### src/rtl/if_id_latch.sv
// IF/ID pipeline register: captures fetch word and PC+2, supports stall/flush, and
// freezes fetch on HALT. Optional perf counters behind `IFID_PERF_CNT_EN`.
module if_id_latch #(
    parameter logic [15:0] NOP_WORD = 16'h0800,
    parameter logic [4:0]  HALT_OPC = 5'b00000
) (
    input  logic        clk,
    input  logic        rst,
    input  logic [15:0] instr_in,
    input  logic [15:0] pc_plus2_in,
    input  logic        stall,
    input  logic        flush,
    output logic [15:0] instr_out,
    output logic [15:0] pc_plus2_out,
    output logic        valid_out,
    output logic        fetch_hold,
    output logic        halt_out
`ifdef IFID_PERF_CNT_EN
    ,
    output logic [15:0] instr_cnt,
    output logic [15:0] bubble_cnt
`endif
);

    typedef enum logic {RUN, HALTED} state_t;

    state_t      state_q, state_d;
    logic [15:0] instr_q, instr_d;
    logic [15:0] pc_q, pc_d;
    logic        valid_q, valid_d;
    logic        ld_instr;
    logic        ld_bubble;

    always_comb begin
        state_d   = state_q;
        instr_d   = instr_q;
        pc_d      = pc_q;
        valid_d   = valid_q;
        ld_instr  = 1'b0;
        ld_bubble = 1'b0;
        if (flush) begin
            // A flush also cancels a wrong-path HALT, releasing fetch.
            instr_d   = NOP_WORD;
            pc_d      = pc_plus2_in;
            valid_d   = 1'b0;
            state_d   = RUN;
            ld_bubble = 1'b1;
        end else if (!stall) begin
            case (state_q)
                RUN: begin
                    instr_d  = instr_in;
                    pc_d     = pc_plus2_in;
                    valid_d  = 1'b1;
                    ld_instr = 1'b1;
                    if (instr_in[15:11] == HALT_OPC) state_d = HALTED;
                end
                HALTED: begin
                    // HALT has moved on; fetch is frozen so only bubbles follow.
                    instr_d   = NOP_WORD;
                    pc_d      = pc_plus2_in;
                    valid_d   = 1'b0;
                    ld_bubble = 1'b1;
                end
                default: state_d = RUN;
            endcase
        end
    end

    always_ff @(posedge clk) begin
        if (rst) begin
            state_q <= RUN;
            instr_q <= NOP_WORD;
            pc_q    <= 16'h0000;
            valid_q <= 1'b0;
        end else begin
            state_q <= state_d;
            instr_q <= instr_d;
            pc_q    <= pc_d;
            valid_q <= valid_d;
        end
    end

    assign instr_out    = instr_q;
    assign pc_plus2_out = pc_q;
    assign valid_out    = valid_q;
    assign fetch_hold   = (state_q == HALTED);
    assign halt_out     = valid_q && (instr_q[15:11] == HALT_OPC);

`ifdef IFID_PERF_CNT_EN
    logic [15:0] icnt_q, icnt_d;
    logic [15:0] bcnt_q, bcnt_d;

    always_comb begin
        icnt_d = icnt_q;
        bcnt_d = bcnt_q;
        if (ld_instr && icnt_q != 16'hFFFF) icnt_d = icnt_q + 16'd1;
        if (ld_bubble && bcnt_q != 16'hFFFF) bcnt_d = bcnt_q + 16'd1;
    end

    always_ff @(posedge clk) begin
        if (rst) begin
            icnt_q <= 16'h0000;
            bcnt_q <= 16'h0000;
        end else begin
            icnt_q <= icnt_d;
            bcnt_q <= bcnt_d;
        end
    end

    assign instr_cnt  = icnt_q;
    assign bubble_cnt = bcnt_q;
`else
    logic unused_ld;
    assign unused_ld = ld_instr ^ ld_bubble;
`endif

endmodule
### config.mk
export PLATFORM = sky130hd
export DESIGN_NAME = if_id_latch
export DESIGN_NICKNAME = d
export VERILOG_FILES = /design/src/rtl/if_id_latch.sv
export SDC_FILE = /design/constraint.sdc
export NUM_CORES = 1
export LEC_CHECK = 0
export ABC_AREA = 1
export CAP_MARGIN = 10
export CORE_MARGIN = 5
export CORE_UTILIZATION = 38
export DETAILED_ROUTE_END_ITERATION = 10
export GPL_ROUTABILITY_DRIVEN = 0
export PLACE_DENSITY = 0.78
export SYNTH_ARGS = -nofsm -noshare
export SYNTH_HDL_FRONTEND = slang
export SYNTH_SLANG_ARGS = --single-unit
### constraint.sdc
create_clock -name clk -period 1.2 [get_ports clk]
set_input_delay 0.36 -clock clk [delete_from_list [all_inputs] [get_ports clk]]
set_output_delay 0.36 -clock clk [all_outputs]
set_load 0.05 [all_outputs]
### Word level (Yosys, flattened, before mapping)

Index checks and enable logic that the tools add are counted.
Widths: inputs -> output; s select.

| cells by class | value |
|---|---|
| equal/unequal tests | 1 |
| muxes and demuxes | 6 |
| bitwise operators | 1 |
| reduce and logical (&&, ||, !) cells | 4 |

Operator list:

| operator | count |
|---|---|
| $mux 16 | 2 |
| $pmux 16 s2 | 1 |
| $logic_not 5->1 | 2 |
| $mux 1 | 2 |
| $ne 2x1->1 const B | 1 |
| $pmux 1 s2 | 1 |
| $reduce_or 2->1 | 1 |
| $logic_and 1x1->1 | 1 |
| $not 1->1 | 1 |

| word-level totals | value |
|---|---|
| bits in registers | 34 |
| input port bits | 36 |
| output and inout bits | 35 |

### Depth between registers and ports, before layout

| logic depth | value |
|---|---|
| depth in word-level cells | 3 |
| mapped depth | 7 |
| mapped depth without buffers | 5 |

### Least setup slack after synthesis

OpenSTA, ideal clock, no wires.

| path | value |
|---|---|
| path type | reg2out |
| start point | register valid_q (netlist: valid_out) |
| end point | output halt_out |
| arrival time | 1.811 ns |
| required time | 0.840 ns |
| setup slack | -0.971 ns |
| cell stages (with the launch flop) | 3 |
| path buffers | 0 |
| path through | dfxtp_1 nand3b_1 nor3_1 |

| between the ends | value |
|---|---|
| word-level cells in the longest chain between the ends | 1 |

RTL lines:

| item | RTL line | text |
|---|---|---|
| start, declared | 30 | `logic valid_q, valid_d;` |
| start signal, assigned | 79 | `valid_q <= valid_d;` |
| $logic_and 1x1->1 | 87 | `assign halt_out = valid_q && (instr_q[15:11] == HALT_OPC);` |
| end, declared | 17 | `output logic halt_out` |

No other way between the ends.

### Worst setup path in the final report

| path | value |
|---|---|
| start point | register instr_q[14] (netlist: instr_out[14]) |
| end point | output halt_out |

| between the ends | value |
|---|---|
| word-level cells in the longest chain between the ends | 2 |

RTL lines:

| item | RTL line | text |
|---|---|---|
| start, declared | 28 | `logic [15:0] instr_q, instr_d;` |
| start signal, assigned | 77 | `instr_q <= instr_d;` |
| $logic_not 5->1 | 87 |  |
| $logic_and 1x1->1 | 87 |  |

No other way between the ends.

==> results.cfg <==
[drt]
num_vias = 1416
drc = 0
dr.pass1.iters = 4
routedWlPerCell_microns = 13.8
drtAntennaViolNets = 0
vias_per_cell = 4.66
drt_iter0_drc = 53
drt_wl_total_microns = 4200

[worst_setup_path]
crit_type = reg2out
worstPathRequired_ns = 0.84
arrival_ns = 1.27
worst_setup_path_end_kind = output port
crit_path_max_fanout = 2
start_kind = flip-flop

[timing]
slew_violations = 0
setup_viol_count_final = 8
final.setup.worst_slack_ns = -0.426
tightest_slew_ns = 0.292
hold_violations = 0
post-route-min-period_ns = 1.63
slew_headroom = 0.805
rsz0062_at_grt = true
fmaxAchievable_mhz = 615
finalClockSkew_ns = 0.00953
layout_worst_path_cycle_share = 1.36

[cts]
cts.sinks = 34
clkLatencyLatePin_ns = 0.33
clockBufferDepth = 2
clkTransAtPathRegs_ns = 0.10
cts_tree = yes
htree_levels = 2
cts-root-buf = clkbuf_4
numCtsBuffers = 5

[grt]
grt_pass1_vias = 1341
grt-ovfl-total = 0
grt_max_degree = 18
grt_use_total = 0.179
antenna_found_initial = 0
grt_pass1_wl_microns = 6130

[placement]
place_hpwl_microns = 2860
placed_area_sq_um = 2480
portBuffers = 70
dp.cells = 275

[yosys]
avgSynthCellArea_sq_um = 8.44
mappedNetlistArea_sq_um = 1320
yosys_warnings = 0
syn_inst = 156
yosysSeqAreaShare = 0.517
ys_types = 21
ys_seq_elements = 34
synth.net_count = 192

[min_path]
hold_path.class = in2reg

[die]
die_h_microns = 68.9
dieArea_sq_um = 4740
boundaryPins = 71
row_count = 21
die_w_microns = 68.9
core_sq_um = 3340
initial_core_util = 0.394

[outcome]
status = finished with violations
violations = negative setup slack

[power_and_ir_drop]
p_leak_nw = 1.14
ir_worst_vdd_mv = 0.824
p_per_area_nw_per_um2 = 936

[final_layout]
nNetsFinal = 293
antenna_cells = 0
stdcell_count = 304
area_growth_pct = 110
drive_gt1_frac = 0.527
post-route-cell-area_sq_um = 2770

[job]
drv_cap = 0
-- final cells by class --
type                       instances  area, sq um
timing repair buffer             102         1330
inverter                           6         31.3
clock buffer                       8         48.8
sequential                        34          741
fill                             208          571
multi-input combinational        108          556
tap                               46         57.6
-- worst max-delay path, stage by stage, from the launching register on --
cell and delay, ns:
dfxtp_4 0.36, nor2_4 0.10, nand3b_1 0.12, nor3_4 0.18, buf_12 0.16
-- cells by family after synthesis --
logic type             after synthesis  share of synthesized area
AOI/OAI and AO/OA                   34                      0.159
buffers and inverters               14                     0.0751
DFF                                 34                      0.517
and+or+nand+nor                     74                      0.249
-- what timing repair did --
action | 4_1_cts | 5_1_grt
pin swaps | 3 | 0
hold buffers | 0 | 0
setup endpoints to repair | 35 | 41
buffers inserted | 13 | 12
gates resized for setup | 38 | 8
-- final timing paths --
path / from / cells past startpoint / slack, ns / to
setup / recovery: instr_out[14]$_SDFFE_PP0N_ / 4 / -0.43 / halt_out
hold / removal: stall / 4 / 0.47 / instr_out[11]$_SDFFE_PP1N_
setup reg to reg: instr_out[14]$_SDFFE_PP0N_ / 6 / 0.13 / instr_out[14]$_SDFFE_PP0N_
hold reg to reg: pc_plus2_out[1]$_SDFFE_PP0P_ / 2 / 0.49 / pc_plus2_out[1]$_SDFFE_PP0P_
-- flip-flops by register name, summed over array words and instances (netlist names) --
name and cells:
pc_plus2_out 16, instr_out 16, fetch_hold 1, valid_out 1
-- synth_stat cells (all sizes together) --
library cell	instances	area share
nand2	65	0.22
dfxtp	34	0.52
a21oi	33	0.15
buf	8	0.051
nor2	5	0.016
inv	4	0.013
clkinv	2	0.010
nand3	2	0.0076
nand3b	1	0.0057
nor3	1	0.0038
o22ai	1	0.0048
-- power by group --
part	total [mW]	switching, mW	internal (mW)
clock network	0.595	0.361	0.234
logic	0.759	0.356	0.403
registers	1.23	0.0548	1.18
-- cell usage in the layout (no fill, tap or decap), drive strengths merged --
cell type      count
nand3              2
buf               67
nor2               5
nor3               1
inv                4
dlymetal6s2s       1
clkinv             2
clkbuf             8
dfxtp             34
a21oi             33
o22ai              1
clkdlybuf4s50     34
nand2             65
nand3b             1
-- routing by layer --
layer / global-route usage / vias up / routed length, microns
met5: 0 / - / 0
met4: 0.0876 / 0 / 96
met3: 0.0713 / 9 / 268
met2: 0.294 / 44 / 2240
met1: 0.200 / 661 / 1590
li1: - / 702 / -
-- per-stage QoR --
stage	setup WS [ns]	power (mW)	hold slack (ns)	setup TNS [ns]	util
final	-0.426	2.59	0.465	-1.34	0.829
after global routing	-0.533	2.73	0.455	-2.91	0.829
after CTS	-0.418	2.60	0.488	-1.54	0.808
after detailed placement	-0.319	1.96	0.494	-9.63	0.743
after global placement	-0.272	1.95	0.482	-8.74	0.743
after floorplan	-0.245	1.56	0.464	-0.245	-
(Power assumes the default switching activity.)
